### src/rtl/sensor_pulse_gen.sv
// rtl/sensor_pulse_gen.sv - programmable square-wave pulse-train generator
module sensor_pulse_gen #(
    parameter int WIDTH = 8
) (
    input  logic             clk,
    input  logic             rst_n,
    input  logic             start,
    input  logic             stop,
    input  logic [WIDTH-1:0] period,
    input  logic [WIDTH-1:0] high_len,
    input  logic [WIDTH-1:0] n_pulses,
    output logic             sensor,
    output logic             busy,
    output logic             done,
    output logic             cfg_err,
    output logic [WIDTH-1:0] pulse_count
);

    typedef enum logic [1:0] {IDLE, HIGH, LOW} state_t;

    state_t           state_q, state_d;
    logic             sensor_q, sensor_d;
    logic             busy_q, busy_d;
    logic             done_q, done_d;
    logic             cfg_err_q, cfg_err_d;
    logic [WIDTH-1:0] pulse_count_q, pulse_count_d;
    logic [WIDTH-1:0] period_q, period_d;
    logic [WIDTH-1:0] high_q, high_d;
    logic [WIDTH-1:0] npulses_q, npulses_d;
    logic [WIDTH-1:0] cnt_q, cnt_d;
    logic [WIDTH-1:0] periods_q, periods_d;
    logic [WIDTH-1:0] low_len;
    logic [WIDTH-1:0] periods_inc;

    assign low_len     = period_q - high_q;
    assign periods_inc = periods_q + WIDTH'(1);

    always_comb begin
        state_d       = state_q;
        sensor_d      = sensor_q;
        busy_d        = busy_q;
        done_d        = 1'b0;
        cfg_err_d     = 1'b0;
        pulse_count_d = pulse_count_q;
        period_d      = period_q;
        high_d        = high_q;
        npulses_d     = npulses_q;
        cnt_d         = cnt_q;
        periods_d     = periods_q;
        case (state_q)
            IDLE: begin
                if (start && !stop) begin
                    if (period == '0 || high_len == '0 || high_len >= period) begin
                        cfg_err_d = 1'b1;
                    end else begin
                        period_d      = period;
                        high_d        = high_len;
                        npulses_d     = n_pulses;
                        pulse_count_d = WIDTH'(1);
                        periods_d     = '0;
                        cnt_d         = WIDTH'(1);
                        state_d       = HIGH;
                        sensor_d      = 1'b1;
                        busy_d        = 1'b1;
                    end
                end
            end
            HIGH: begin
                if (stop) begin
                    state_d  = IDLE;
                    sensor_d = 1'b0;
                    busy_d   = 1'b0;
                end else if (cnt_q == high_q) begin
                    state_d  = LOW;
                    sensor_d = 1'b0;
                    cnt_d    = WIDTH'(1);
                end else begin
                    cnt_d = cnt_q + WIDTH'(1);
                end
            end
            LOW: begin
                if (stop) begin
                    state_d  = IDLE;
                    sensor_d = 1'b0;
                    busy_d   = 1'b0;
                end else if (cnt_q == low_len) begin
                    periods_d = periods_inc;
                    // n_pulses of zero means run forever, counters wrap silently
                    if (npulses_q != '0 && periods_inc == npulses_q) begin
                        state_d  = IDLE;
                        sensor_d = 1'b0;
                        busy_d   = 1'b0;
                        done_d   = 1'b1;
                    end else begin
                        state_d       = HIGH;
                        sensor_d      = 1'b1;
                        cnt_d         = WIDTH'(1);
                        pulse_count_d = pulse_count_q + WIDTH'(1);
                    end
                end else begin
                    cnt_d = cnt_q + WIDTH'(1);
                end
            end
            default: begin
                state_d  = IDLE;
                sensor_d = 1'b0;
                busy_d   = 1'b0;
            end
        endcase
    end

    always_ff @(posedge clk or negedge rst_n) begin
        if (!rst_n) begin
            state_q       <= IDLE;
            sensor_q      <= 1'b0;
            busy_q        <= 1'b0;
            done_q        <= 1'b0;
            cfg_err_q     <= 1'b0;
            pulse_count_q <= '0;
            period_q      <= '0;
            high_q        <= '0;
            npulses_q     <= '0;
            cnt_q         <= '0;
            periods_q     <= '0;
        end else begin
            state_q       <= state_d;
            sensor_q      <= sensor_d;
            busy_q        <= busy_d;
            done_q        <= done_d;
            cfg_err_q     <= cfg_err_d;
            pulse_count_q <= pulse_count_d;
            period_q      <= period_d;
            high_q        <= high_d;
            npulses_q     <= npulses_d;
            cnt_q         <= cnt_d;
            periods_q     <= periods_d;
        end
    end

    assign sensor      = sensor_q;
    assign busy        = busy_q;
    assign done        = done_q;
    assign cfg_err     = cfg_err_q;
    assign pulse_count = pulse_count_q;

endmodule

### config.mk
export PLATFORM = sky130hd
export DESIGN_NAME = sensor_pulse_gen
export DESIGN_NICKNAME = d
export VERILOG_FILES = /design/src/rtl/sensor_pulse_gen.sv
export SDC_FILE = /design/constraint.sdc
export NUM_CORES = 1
export LEC_CHECK = 0
export BUFFER_PORTS_ARGS = -buffer_cell sky130_fd_sc_hd__buf_2
export CORE_UTILIZATION = 40
export CTS_CLUSTER_SIZE = 10
export DETAILED_ROUTE_END_ITERATION = 16
export PLACE_DENSITY_LB_ADDON = 0.25
export SYNTH_ARGS = -nofsm -noshare
export SYNTH_HDL_FRONTEND = slang
export SYNTH_SLANG_ARGS = --single-unit
### constraint.sdc
create_clock -name clk -period 4.8 [get_ports clk]
set_input_delay 0 -clock clk [delete_from_list [all_inputs] [get_ports clk]]
set_output_delay 0 -clock clk [all_outputs]
set_load 0.02 [all_outputs]
Yosys cells after proc, flatten, opt, wreduce, memory -nomap -nowiden:

Index checks and enable logic that the tools add are counted.

* output and inout port bits: 12
* flip-flop bits (word level): 54
* bits of input ports: 28
* logic and storage cells: 95

* magnitude comparators: 1
* reductions and logical operators: 17
* equal/unequal tests: 16
* bitwise logic cells: 1
* $add $sub $neg: 4
* muxes and demuxes: 45

Operator list (number)
* 8-bit 2-to-1 mux: 14
* 8-bit one-hot mux with 2 select lines: 2
* 8-bit by 1-bit adder with 8-bit output, second input constant: 3
* 8-bit equality test: 3
* 8-bit one-hot mux with 3 select lines: 1
* 1-bit 2-to-1 mux: 19
* 8-bit zero test: 2
* 2-bit inequality test, second input constant: 7
* 2-bit 2-to-1 mux: 6
* 3-bit inequality test, second input constant: 4
* 6-bit AND reduction: 2
* 5-bit AND reduction: 2
* 8-bit >= comparator: 1
* 8-bit nonzero test: 1
* 8-bit subtractor: 1
* 1-bit one-hot mux with 3 select lines: 2
* 2-bit one-hot mux with 3 select lines: 1
* 4-bit AND reduction: 1
* 3-bit AND reduction: 1
* 3-bit nonzero test: 1
* 2-bit by 1-bit equality test with 1-bit output, second input constant: 1
* 2-bit equality test, second input constant: 1
* 1-bit logical AND: 2
* 2-bit zero test: 1
* 4 further kinds: 5

Longest topological paths before layout:

* depth in word-level cells: 7
* mapped depth: 12
* gate-level depth less buffers: 11

Least setup slack after synthesis:

No wires, ideal clock.

* path type: register -> register
* start: reg high_q[0]
* end: reg pulse_count_q[6], in the netlist pulse_count[6]
* data arrival time: 3.060 ns
* data required time: 4.674 ns
* setup time: 0.126 ns
* period minus slack after synthesis: 3.186 ns
* cell stages (with the launch flop): 12
* path buffers: 1
* setup slack: 1.614 ns
* path through: dfrtp_1 > ha_1 > fa_1 > xnor2_1 > xnor2_1 > and4_1 > nand4_1 > nor4_4 > a21oi_1 > or2_2 > clkbuf_1 > a221o_1

* cells in the longest elaborated chain, start to end: 4

RTL lines
* start: declaration: RTL line 28 `logic [WIDTH-1:0] high_q, high_d;`
* start signal: assignment: RTL line 133 `high_q <= high_d;`
* 8-bit subtractor: RTL line 35 `assign low_len = period_q - high_q;`
* 8-bit equality test: RTL line 86 `end else if (cnt_q == low_len) begin`
* 2-bit inequality test (no line)
* 6-bit AND reduction (no line)
* end signal: assignment: RTL line 131 `pulse_count_q <= pulse_count_d;`
* end: declaration: RTL line 26 `logic [WIDTH-1:0] pulse_count_q, pulse_count_d;`

Every way passes these cells.
A chain may end at the register's enable or synchronous reset.

Worst setup path in the final report:

* start: reg high_q[0]
* end: reg sensor_q, in the netlist sensor

* cells in the longest elaborated chain, start to end: 4
* elaborated cells on any way between the ends: 6
* classes of those cells: add/sub (1); eq/ne (4); reduce/logical (1)

RTL lines
* 8-bit subtractor: RTL line 35
* 8-bit equality test: RTL line 86
* 3-bit inequality test (no line)
* 4-bit AND reduction (no line) (*)
* end signal: assignment: RTL line 127 `sensor_q <= sensor_d;`
* end: declaration: RTL line 22 `logic sensor_q, sensor_d;`

Every way passes the cells marked *; elsewhere a longest branch is shown, timed or not.

==> impl_metrics.env <==
export IMPL_cts_hold_buf=26
export IMPL_ios=40
export IMPL_critPathSlowestCell="a2bb2oi_1"
export IMPL_initialDrtViolationCount=138
export IMPL_yosysUniqueCellTypes=62
export IMPL_syn_to_final_growth_pct=17.0
export IMPL_p_per_area_nw_per_um2=548
export IMPL_r2r_end="sensor$_DFFE_PN0P_"
export IMPL_synthFlopType="dfrtp_1"
export IMPL_grt_pass1_vias=3094
export IMPL_max_slew_margin_pct=39.5
export IMPL_path_clk_slew_ns=0.10
export IMPL_holdPathStages=3
export IMPL_htreeDepth=2
export IMPL_fin_crit_ns=3.68
export IMPL_cpMostUsedCell="xnor2_1"
export IMPL_syn_cell_area_sq_um=3730
export IMPL_grt_busiest_layer="met2"
export IMPL_grt_util_met3_pct=2.98
export IMPL_die_area_sq_um=9720
export IMPL_ys_warn_count=0
export IMPL_avgRoutedWirePerCell_um=15.9
export IMPL_synth_enable_flop_cells=0
export IMPL_initial_core_util_pct=42.0
export IMPL_clk_path_buf_depth=2
export IMPL_hp_class="in -> reg"
export IMPL_gp_congestion=0.812
export IMPL_drt_first_pass_iters=5
export IMPL_cp_max_fo=11
export IMPL_p_leak_uw=0.00188
export IMPL_diodes=0
export IMPL_r2r_start="high_q[0]$_DFFE_PN0P_"
export IMPL_postCtsSetupBuffers=0
export IMPL_use_met2_pct=31.3
export IMPL_maxCapViolations=0
export IMPL_postPlaceCellArea_sq_um=4000
export IMPL_synth_top_area_share_pct=36.2
export IMPL_syn_area_per_cell_sq_um=9.23
export IMPL_hpwl_mm=6.24
export IMPL_cp_arrival_ns=3.88
export IMPL_syn_nets=455
export IMPL_cp_depth=10
export IMPL_cts_root_buf="clkbuf_8"
export IMPL_grt_max_degree=55
export IMPL_via_count=3251
export IMPL_maxSlewViolCount=0
export IMPL_startpoint_type="register"
export IMPL_fin_area_sq_um=4360
export IMPL_layout_common_cells="dfrtp_1 (54), buf_2 (39), nand2_1 (38), inv_1 (26), dlygate4sd3_1 (26)"
export IMPL_drive_above_1_share_pct=16.6
export IMPL_min_from="start"
export IMPL_ys_async_sr_fraction_pct=100
export IMPL_ys_seq_elements=54
export IMPL_rrSetupSlack_ns=1.12
export IMPL_dieHeight_um=98.6
export IMPL_nets=508
export IMPL_skew_ns=0.0189
export IMPL_endpoint_kind="register"
export IMPL_grt_use_met1_pct=28.0
export IMPL_critical_path_max_stage_delay_ns=0.77
export IMPL_cts_sinks=54
export IMPL_core_area_sq_um=8890
export IMPL_worstSkewPairLatency_ns=0.32
export IMPL_via_per_inst=5.74
export IMPL_drc=0
export IMPL_ys_seq_area_share_pct=36.2
export IMPL_fp_row_count=34
export IMPL_worst_slew_pin_slew_ns=0.903
export IMPL_synth_cells=404
export IMPL_track_usage_pct=19.6
export IMPL_crit_path_cell_trace="ha_1, fa_1, xnor2_1, xnor2_1, and4_1, nand4_1, nor4_4, a2bb2oi_1, o21ai_0, mux2_2"
export IMPL_setup_viol=0
export IMPL_layout_commonest_cell="dfrtp_1"
export IMPL_cts_resized=0
export IMPL_ant_nets=0
export IMPL_cpLargestDelayFamily="compound AO/OA/AOI/OAI gates"
export IMPL_criticalPathCategory="reg -> reg"
export IMPL_yosys_top_cells_area="dfrtp_1 (36%), ha_1 (7.4%), mux2_2 (4.8%)"
export IMPL_routed_wl_mm=8.98
export IMPL_worstPathRequired_ns=5.00
export IMPL_gr_total_overflow=0
export IMPL_cts_buffers=5
export IMPL_tritoncts="yes"
export IMPL_status="complete, no violations"
export IMPL_yosys_area_top_type="dfrtp_1"
export IMPL_antenna_found_initial=0
export IMPL_irDropWorstVdd_mv=0.229
export IMPL_final_util_pct=49.1
export IMPL_fin_tns_setup_ns=0
export IMPL_io_buffers=39
export IMPL_grt_pass1_wl_mm=15.4
export IMPL_hold_viol_final=0
export IMPL_reg2regPathDepth=10
export IMPL_period_share_pct=76.7
export IMPL_worst_path_buf_inv=0
export IMPL_hold_slack_ns=0.0968
export IMPL_clock_fmax_mhz=272
export IMPL_min_to="cfg_err$_DFF_PN0_"
export IMPL_die_x_um=98.6
export IMPL_rsz0062_at_grt="false"
## area by class of cell
cell class              instances  area [sq um]
clock inverters                 1          8.76
multi-input cells             300          2180
clock buffers                   7          96.3
well taps                     108           135
flip-flops and latches         54          1350
repair buffers                 69           485
fillers                       839          4530
inverters                      27           101
## worst register-to-register path: cells and delay by family (launching register included)
| kind | cells | cell delay [ns] |
|---|---|---|
| compound gates | 2 | 1.03 |
| simple gates | 3 | 0.86 |
| fa+ha+maj | 2 | 0.63 |
| flops | 1 | 0.41 |
| xor+xnor | 2 | 0.33 |
| mux | 1 | 0.32 |
## power by group
| group | total (uW) | leakage [uW] | internal, uW | switching (uW) |
|---|---|---|---|---|
| registers | 792 | 0.000690 | 612 | 180 |
| logic | 1310 | 0.00114 | 577 | 732 |
| clock network | 292 | 0.0000544 | 133 | 159 |
## flip-flops by register name (all words and copies together) (netlist names)
register and flops:
sensor 1, cfg_err 1, cnt_q 8, state_q 2, high_q 8, period_q 8
done 1, npulses_q 8, pulse_count 8, periods_q 8, busy 1
## cells by family (layout without fill, tap and decap cells)
| group | Yosys count | in the layout | synth area share, % |
|---|---|---|---|
| compound gates | 98 | 98 | 19.4 |
| xor+xnor | 25 | 25 | 5.87 |
| simple gates | 136 | 136 | 20.0 |
| mux | 18 | 18 | 5.37 |
| fa+ha+maj | 23 | 23 | 7.92 |
| flops | 54 | 54 | 36.2 |
| buf+inv | 50 | 104 | 5.20 |
## cells in the mapped netlist (all sizes together) (8+ instances only)
master / count
mux2: 16
nand3: 22
o211ai: 16
ha: 22
clkbuf: 17
o21ai: 24
or3: 9
xor2: 15
inv: 26
dfrtp: 54
nor2: 9
xnor2: 10
nor4: 9
nand2: 38
a21oi: 8
nor3: 8
## through the flow
stage / setup slack, ns / instances / total power [uW]
after detailed placement: 1.12 / 532 / 2080
final: 1.12 / 566 / 2390
after floorplan: 1.61 / 404 / 1780
after CTS: 1.10 / 566 / 2390
after global routing: 0.807 / 566 / 2590
after global placement: 1.28 / 532 / 2050
## per-layer routing
layer | vias to the layer above | share of wire [%]
li1 | 1587 | -
met1 | 1573 | 50
met2 | 80 | 46
met3 | 11 | 3.5
met4 | 0 | 0.94
met5 | - | 0
## worst max path at each step
stage                                startpoint                         end  slack (ns)
after global routing      high_q[0]$_DFFE_PN0P_          sensor$_DFFE_PN0P_        0.81
after floorplan           high_q[0]$_DFFE_PN0P_  pulse_count[6]$_DFFE_PN0P_        1.61
after CTS                 high_q[0]$_DFFE_PN0P_          sensor$_DFFE_PN0P_        1.10
final                     high_q[0]$_DFFE_PN0P_          sensor$_DFFE_PN0P_        1.12
after global placement    high_q[0]$_DFFE_PN0P_          sensor$_DFFE_PN0P_        1.28
after detailed placement  high_q[0]$_DFFE_PN0P_          sensor$_DFFE_PN0P_        1.12
No activity file was read; power rests on OpenSTA's default activity.
